[src/rtl/calendar_clock_core_if.sv]
`default_nettype none
// ============================================================================
// Module   : calendar_clock_core_if
// Brief    : Control and display bus of the calendar clock core. The master
//            drives mode, field select and increment requests. The slave
//            returns the packed-BCD time/date and the tick/rollover pulses.
// Revision : 1.0 - initial release
// ============================================================================
interface calendar_clock_core_if;
    logic        mode;
    logic [2:0]  set_field;
    logic        inc;
    logic [7:0]  sec_bcd;
    logic [7:0]  min_bcd;
    logic [7:0]  hour_bcd;
    logic [7:0]  day_bcd;
    logic [7:0]  month_bcd;
    logic [15:0] year_bcd;
    logic        tick;
    logic        rollover;

    modport master (
        output mode, set_field, inc,
        input  sec_bcd, min_bcd, hour_bcd, day_bcd, month_bcd, year_bcd,
        input  tick, rollover
    );

    modport slave (
        input  mode, set_field, inc,
        output sec_bcd, min_bcd, hour_bcd, day_bcd, month_bcd, year_bcd,
        output tick, rollover
    );
endinterface
`default_nettype wire

[src/rtl/calendar_clock_core.sv]
`default_nettype none
// ============================================================================
// Module   : calendar_clock_core
// Brief    : Seconds-to-years calendar clock with an internal prescaler,
//            month-length and leap-year handling, a field-by-field set mode
//            and packed-BCD outputs for 7-segment decoders.
// Revision : 1.0 - initial release
// ============================================================================
module calendar_clock_core #(
    parameter int CLK_DIV    = 50000000,
    parameter int RESET_YEAR = 2024,
    parameter int YEAR_MAX   = 9999,
    parameter int GREGORIAN  = 1
) (
    input wire                    clk,
    input wire                    rst_n,
    calendar_clock_core_if.slave  bus
);

    localparam int               c_PW         = $clog2(CLK_DIV);
    localparam logic [c_PW-1:0]  c_PRESC_LAST = c_PW'(CLK_DIV - 1);
    localparam logic [c_PW-1:0]  c_PRESC_ONE  = c_PW'(1);
    localparam logic [13:0]      c_YEAR_MAX   = 14'(YEAR_MAX);
    localparam logic [13:0]      c_RESET_YEAR = 14'(RESET_YEAR);

    logic [c_PW-1:0] r_presc;
    logic [5:0]      r_sec;
    logic [5:0]      r_min;
    logic [4:0]      r_hour;
    logic [4:0]      r_day;
    logic [3:0]      r_month;
    logic [13:0]     r_year;
    logic            r_tick;
    logic            r_rollover;

    logic            w_tick;
    logic            w_roll;
    logic [5:0]      w_sec_n;
    logic [5:0]      w_min_n;
    logic [4:0]      w_hour_n;
    logic [4:0]      w_day_n;
    logic [3:0]      w_month_n;
    logic [13:0]     w_year_n;
    logic [4:0]      w_dim_cur;
    logic [4:0]      w_dim_n;

    function automatic logic is_leap(input logic [13:0] y);
        logic leap;
        if (GREGORIAN != 0)
            leap = (((y % 14'd4) == 14'd0) && ((y % 14'd100) != 14'd0)) ||
                   ((y % 14'd400) == 14'd0);
        else
            leap = (y % 14'd4) == 14'd0;
        return leap;
    endfunction

    function automatic logic [4:0] days_in_month(input logic [3:0] m, input logic [13:0] y);
        logic [4:0] d;
        case (m)
            4'd2:                      d = is_leap(y) ? 5'd29 : 5'd28;
            4'd4, 4'd6, 4'd9, 4'd11:   d = 5'd30;
            default:                   d = 5'd31;
        endcase
        return d;
    endfunction

    function automatic logic [7:0] bcd2(input logic [6:0] v);
        return {4'(v / 7'd10), 4'(v % 7'd10)};
    endfunction

    function automatic logic [15:0] bcd4(input logic [13:0] y);
        return {4'(y / 14'd1000), 4'((y / 14'd100) % 14'd10),
                4'((y / 14'd10) % 14'd10), 4'(y % 14'd10)};
    endfunction

    // Internal one-second strobe: only counts while running.
    assign w_tick    = !bus.mode && (r_presc == c_PRESC_LAST);
    assign w_dim_cur = days_in_month(r_month, r_year);

    // Next-state of all time/date fields: rippling carry on tick, or a single
    // wrapped field increment in set mode followed by the day clamp.
    always_comb begin
        w_sec_n   = r_sec;
        w_min_n   = r_min;
        w_hour_n  = r_hour;
        w_day_n   = r_day;
        w_month_n = r_month;
        w_year_n  = r_year;
        w_roll    = 1'b0;
        w_dim_n   = w_dim_cur;
        if (w_tick) begin
            if (r_sec != 6'd59) begin
                w_sec_n = r_sec + 6'd1;
            end else begin
                w_sec_n = 6'd0;
                if (r_min != 6'd59) begin
                    w_min_n = r_min + 6'd1;
                end else begin
                    w_min_n = 6'd0;
                    if (r_hour != 5'd23) begin
                        w_hour_n = r_hour + 5'd1;
                    end else begin
                        w_hour_n = 5'd0;
                        w_roll   = 1'b1;
                        if (r_day != w_dim_cur) begin
                            w_day_n = r_day + 5'd1;
                        end else begin
                            w_day_n = 5'd1;
                            if (r_month != 4'd12) begin
                                w_month_n = r_month + 4'd1;
                            end else begin
                                w_month_n = 4'd1;
                                w_year_n  = (r_year >= c_YEAR_MAX) ? 14'd0 : r_year + 14'd1;
                            end
                        end
                    end
                end
            end
        end else if (bus.mode && bus.inc) begin
            case (bus.set_field)
                3'd0:    w_sec_n   = (r_sec   >= 6'd59)     ? 6'd0  : r_sec + 6'd1;
                3'd1:    w_min_n   = (r_min   >= 6'd59)     ? 6'd0  : r_min + 6'd1;
                3'd2:    w_hour_n  = (r_hour  >= 5'd23)     ? 5'd0  : r_hour + 5'd1;
                3'd3:    w_day_n   = (r_day   >= w_dim_cur) ? 5'd1  : r_day + 5'd1;
                3'd4:    w_month_n = (r_month >= 4'd12)     ? 4'd1  : r_month + 4'd1;
                3'd5:    w_year_n  = (r_year  >= c_YEAR_MAX) ? 14'd0 : r_year + 14'd1;
                default: ;
            endcase
            // A shorter month or a non-leap February pulls the day down.
            w_dim_n = days_in_month(w_month_n, w_year_n);
            if (w_day_n > w_dim_n)
                w_day_n = w_dim_n;
        end
    end

    // Prescaler: free-runs in run mode, parked at zero in set mode.
    always_ff @(posedge clk or negedge rst_n) begin
        if (!rst_n)
            r_presc <= '0;
        else if (bus.mode || w_tick)
            r_presc <= '0;
        else
            r_presc <= r_presc + c_PRESC_ONE;
    end

    // Time/date registers and the registered tick/rollover pulses.
    always_ff @(posedge clk or negedge rst_n) begin
        if (!rst_n) begin
            r_sec      <= 6'd0;
            r_min      <= 6'd0;
            r_hour     <= 5'd0;
            r_day      <= 5'd1;
            r_month    <= 4'd1;
            r_year     <= c_RESET_YEAR;
            r_tick     <= 1'b0;
            r_rollover <= 1'b0;
        end else begin
            r_sec      <= w_sec_n;
            r_min      <= w_min_n;
            r_hour     <= w_hour_n;
            r_day      <= w_day_n;
            r_month    <= w_month_n;
            r_year     <= w_year_n;
            r_tick     <= w_tick;
            r_rollover <= w_roll;
        end
    end

    assign bus.sec_bcd   = bcd2({1'b0, r_sec});
    assign bus.min_bcd   = bcd2({1'b0, r_min});
    assign bus.hour_bcd  = bcd2({2'b0, r_hour});
    assign bus.day_bcd   = bcd2({2'b0, r_day});
    assign bus.month_bcd = bcd2({3'b0, r_month});
    assign bus.year_bcd  = bcd4(r_year);
    assign bus.tick      = r_tick;
    assign bus.rollover  = r_rollover;

endmodule
`default_nettype wire
[src/flat_wrapper.sv]
// flat-port wrapper written by rule: the top's interface ports become plain ports
module calendar_clock_core_flat 
#(
    parameter int CLK_DIV    = 50000000,
    parameter int RESET_YEAR = 2024,
    parameter int YEAR_MAX   = 9999,
    parameter int GREGORIAN  = 1
)
  (clk, rst_n, bus_mode, bus_set_field, bus_inc, bus_sec_bcd, bus_min_bcd, bus_hour_bcd, bus_day_bcd, bus_month_bcd, bus_year_bcd, bus_tick, bus_rollover);
  calendar_clock_core_if bus_i ();
  input wire clk;
  input wire rst_n;
  input wire logic [$bits(bus_i.mode)-1:0] bus_mode;
  input wire logic [$bits(bus_i.set_field)-1:0] bus_set_field;
  input wire logic [$bits(bus_i.inc)-1:0] bus_inc;
  output wire logic [$bits(bus_i.sec_bcd)-1:0] bus_sec_bcd;
  output wire logic [$bits(bus_i.min_bcd)-1:0] bus_min_bcd;
  output wire logic [$bits(bus_i.hour_bcd)-1:0] bus_hour_bcd;
  output wire logic [$bits(bus_i.day_bcd)-1:0] bus_day_bcd;
  output wire logic [$bits(bus_i.month_bcd)-1:0] bus_month_bcd;
  output wire logic [$bits(bus_i.year_bcd)-1:0] bus_year_bcd;
  output wire logic [$bits(bus_i.tick)-1:0] bus_tick;
  output wire logic [$bits(bus_i.rollover)-1:0] bus_rollover;
  assign bus_i.mode = bus_mode;
  assign bus_i.set_field = bus_set_field;
  assign bus_i.inc = bus_inc;
  assign bus_sec_bcd = bus_i.sec_bcd;
  assign bus_min_bcd = bus_i.min_bcd;
  assign bus_hour_bcd = bus_i.hour_bcd;
  assign bus_day_bcd = bus_i.day_bcd;
  assign bus_month_bcd = bus_i.month_bcd;
  assign bus_year_bcd = bus_i.year_bcd;
  assign bus_tick = bus_i.tick;
  assign bus_rollover = bus_i.rollover;
  calendar_clock_core #(.CLK_DIV(CLK_DIV), .RESET_YEAR(RESET_YEAR), .YEAR_MAX(YEAR_MAX), .GREGORIAN(GREGORIAN)) u_core (.clk(clk), .rst_n(rst_n), .bus(bus_i));
endmodule
[config.mk]
export PLATFORM = sky130hd
export DESIGN_NAME = calendar_clock_core_flat
export DESIGN_NICKNAME = d
export VERILOG_FILES = /design/src/rtl/calendar_clock_core_if.sv /design/src/rtl/calendar_clock_core.sv /design/src/flat_wrapper.sv
export SDC_FILE = /design/constraint.sdc
export NUM_CORES = 1
export LEC_CHECK = 0
export BUFFER_PORTS_ARGS = -buffer_cell sky130_fd_sc_hd__buf_4
export CORE_UTILIZATION = 40
export CTS_CLUSTER_DIAMETER = 100
export DETAILED_ROUTE_END_ITERATION = 7
export HOLD_SLACK_MARGIN = 0.12
export SYNTH_ARGS = -nofsm -noshare
export SYNTH_HDL_FRONTEND = slang
export SYNTH_SLANG_ARGS = --single-unit
[constraint.sdc]
create_clock -name clk -period 17.5 [get_ports clk]
set_clock_uncertainty 0.2 [all_clocks]
set_input_delay 3.5 -clock clk [delete_from_list [all_inputs] [get_ports clk]]
set_output_delay 3.5 -clock clk [all_outputs]
set_load 0.02 [all_outputs]
==> summary.txt <==
Clock network
  – Clock buffer count from CTS: 9
  – CTS hold repair buffers: 0
  – Buffers from clock root to sink, at most: 2
  – Count of instances resized after the clock tree is built: 0
  – Clock slew at the register clock pins of the worst setup and hold paths: 60 ps
  – Number of H-tree levels: 3
  – Later-pin clock latency in the skew report: 350 ps
  – Clock tree root driver cell: clkbuf_16
  – Post-CTS Setup Inserts: 0
  – TritonCTS clock tree: yes
  – Sinks on Clock Net: 68

Global route
  – Pin count of the biggest net entering global routing: 69
  – Number of global-route vias before repair: 9992
  – Total grt overflow: 0
  – First-pass GRT wire length: 49700 um
  – Antenna violations before repair: 0
  – Total Routing Usage GR: 21.0%

Die
  – Die extent in y: 167 um
  – Core box area: 0.0264 mm2
  – Die span in x: 167 um
  – Die area: 0.0278 mm2
  – Placement Rows: 59
  – Number of ports placed on the die boundary: 65
  – Initial core utilization: 41.2%

Power
  – Switching part of the total power: 53.9%
  – Power per cell area: 179 mW/mm2
  – Flop pwr share: 10.6%
  – IR Drop Worst-Case VDD: 0.120 mV
  – Clock share of power: 9.3%
  – Net switching power of the design: 1120 uW
  – Internal: 955 uW
  – Combinational power share: 80.1%
  – Leak Pwr: 0.00462 uW

Logic synthesis
  – Synth Cell Area: 0.0109 mm2
  – Synthesized instance count: 1518
  – Fraction of the yosys area taken by sequential cells: 15.8%
  – Main combinational cell family by area after synthesis: compound AO/OA/AOI/OAI gates
  – Mapped Avg Cell Area: 7.16 um2
  – Simple-gate area share of the yosys netlist: 26.8%
  – Seq cells post-synth: 68
  – EDFF count, synth: 0
  – Fraction of registers with async set or reset after synthesis: 100%
  – Adder and majority cell fraction of the synthesized area: 6.49%
  – Dominant register cell in the synthesized netlist: dfrtp_1
  – Total number of yosys warnings: 0
  – Xor/xnor cell area share of the yosys netlist: 7.30%
  – Multiplexer share of the synthesized area: 2.80%
  – Number of distinct library cells after synthesis: 118
  – Compound-cell area share of the yosys netlist: 34.2%

Route
  – Vias after detailed routing: 11300
  – Drt drc: 0
  – Antenna-violating nets left: 0
  – Total wire length after detailed routing: 29800 um
  – Count of TritonRoute iterations in the first routing pass: 8
  – Vias per std cell: 6.17
  – Wirelength per Cell: 16.2 um
  – First DRT Iteration DRCs: 988

Setup path
  – Worst EP arrival: 8880 ps
  – CP startpoint kind: register
  – Crit Path Max Fanout: 34
  – Crit Path Category: register to primary output
  – Sort of element at the end of the critical path: primary output
  – Critical Path RT: 13800 ps

Timing
  – Unrepaired setup endpoints after global routing: no
  – Sum of negative setup slack: 0 ps
  – Number of max-slew violations in the final report: 0
  – Actual slew at the worst max-slew pin: 1200 ps
  – Fin crit share: 71.9%
  – Post-layout min period: 12580 ps
  – Setup slack after layout: 4920 ps
  – Count of endpoints failing setup in the final report: 0
  – Maximum frequency from static timing analysis: 0.0795 GHz
  – Hold violation count in the final report: 0
  – Slew headroom: 20.2%

Layout
  – Area growth from synthesis to layout: 6.59%
  – Fill cell total of the finished layout: 2676
  – Multi-input gate area: 0.00847 mm2
  – Share of final-layout standard cells stronger than drive strength 1: 11.4%
  – Storage cell area: 0.00171 mm2
  – Diode count: 0
  – Layout Nets: 1549

Outcome
  – Status: finished, final reports clean

Min path
  – Class of the worst hold path: register to register

Place
  – Placed wire-length estimate: 21700 um
  – Worst setup slack after placement: 5150 ps
  – Routability congestion estimate from global placement: 0.873
  – PortBufs: 55

Run
  – Max-cap violations: 0
## cell usage after synthesis (all sizes together), types with 16 or more instances
cell,count,area share [%]
a21o,23,1.6
a21oi,104,4.9
a31oi,39,2.2
and3,24,1.4
buf,42,2.4
clkbuf,64,2.2
dfrtp,59,14
ha,50,5.8
inv,55,1.9
mux2i,21,2.0
nand2,136,4.8
nand2b,19,1.1
nand3,67,3.2
nor2,158,5.5
nor2b,18,1.0
nor3,35,1.8
o211ai,22,1.6
o21a,16,1.1
o21ai,131,6.2
o22ai,20,1.2
o31ai,20,1.6
or3,26,1.5
xnor2,67,5.6
xor2,21,1.7
## worst paths after layout
| check | start | to | slack [ps] | cells past startpoint |
|---|---|---|---|---|
| max | u_core.r_year[9] | bus_year_bcd[10] | 4920 | 26 |
| min | u_core.r_presc[0] | u_core.r_presc[0] | 300 | 1 |
| max reg2reg | u_core.r_year[9] | u_core.r_year[3] | 6280 | 30 |
| min reg2reg | u_core.r_presc[0] | u_core.r_presc[0] | 300 | 1 |
| max in group asynchronous | rst_n | u_core.bus.tick | 13420 | 1 |
| min in group asynchronous | rst_n | u_core.r_presc[24] | 3080 | 1 |
## logic make-up after synthesis
family / Yosys count
XOR/XNOR: 88
adder cells (fa/ha/maj): 58
flip-flops: 68
AND/OR/NAND/NOR: 582
multiplexers: 29
other: 1
AO/OA/AOI/OAI: 529
buffers and inverters: 163
## cells in the final DEF, fill, tap and decap left out, drive strengths merged, types with 12 or more instances in the layout
cell	instances
nor2	158
nand2	136
o21ai	131
a21oi	104
nand3	67
xnor2	67
buf	61
dfrtp	59
inv	59
ha	50
a31oi	39
nor3	35
or3	26
and3	24
a21o	23
o211ai	22
xor2	21
mux2i	21
o22ai	20
o31ai	20
nand2b	19
nor2b	18
o21a	16
and2	15
or2	15
nand4	14
a22o	14
o32ai	14
nor4	13
a22oi	13
o31a	12
## state kept, by name (all words and copies together) (netlist names)
signal               flops
u_core.r_hour            5
u_core.r_presc          26
u_core.bus.rollover      1
u_core.r_month           4
u_core.r_year           14
u_core.r_min             6
u_core.bus.tick          1
u_core.r_day             5
u_core.r_sec             6
## power groups by stage
stage / Clock (uW) / Combinational [uW] / Sequential (uW)
global placement: 0 / 1620 / 221
detailed placement: 0 / 1640 / 221
CTS: 197 / 1650 / 219
floorplan: 0 / 1280 / 193
global route: 204 / 1830 / 224
finish: 193 / 1660 / 220
## stage by stage
step	total power [uW]	std cells	util [%]	hold WS [ps]	area [um2]
3_5_place_dp	1860	1816	42.8	295	11300
2_1_floorplan	1470	1526	-	255	10900
3_3_place_gp	1840	1816	42.8	274	11300
4_1_cts	2060	1832	43.9	303	11600
5_1_grt	2260	1832	43.9	324	11600
6_report	2070	1832	43.9	296	11600
## metal layers
metal / global-route usage [%] / vias to the layer above / routed length (um)
li1: - / 5610 / -
met1: 30.2 / 5334 / 14800
met2: 32.8 / 312 / 13200
met3: 2.33 / 41 / 1220
met4: 5.80 / 0 / 552
met5: 0 / - / 0
## final cells by class
cell class                      instances  area share (%)
Tap cell                              335            3.62
Inverter                               57            1.85
Timing Repair Buffer                   61            3.95
Multi-Input combinational cell       1295            73.1
Clock buffer                            9            1.94
Sequential cell                        68            14.8
Clock inverter                          7           0.702
## worst max-delay path, stage by stage, from the launching register on
cell,delay (ps)
dfstp_2,900
o31ai_1,220
a22oi_4,380
mux2i_1,150
a221o_1,430
a21oi_4,270
inv_2,170
a21oi_1,540
o31a_1,780
maj3_1,330
o211ai_2,150
a2111o_1,460
a32oi_2,360
a21o_1,480
inv_2,210
nor2_1,260
o21ai_0,150
xnor2_1,210
mux2i_1,260
nor3b_2,330
nor2_1,130
nor3_4,340
xnor2_1,140
ha_1,290
a21oi_1,30
or3_1,340
buf_4,170
(Power assumes the default switching activity.)
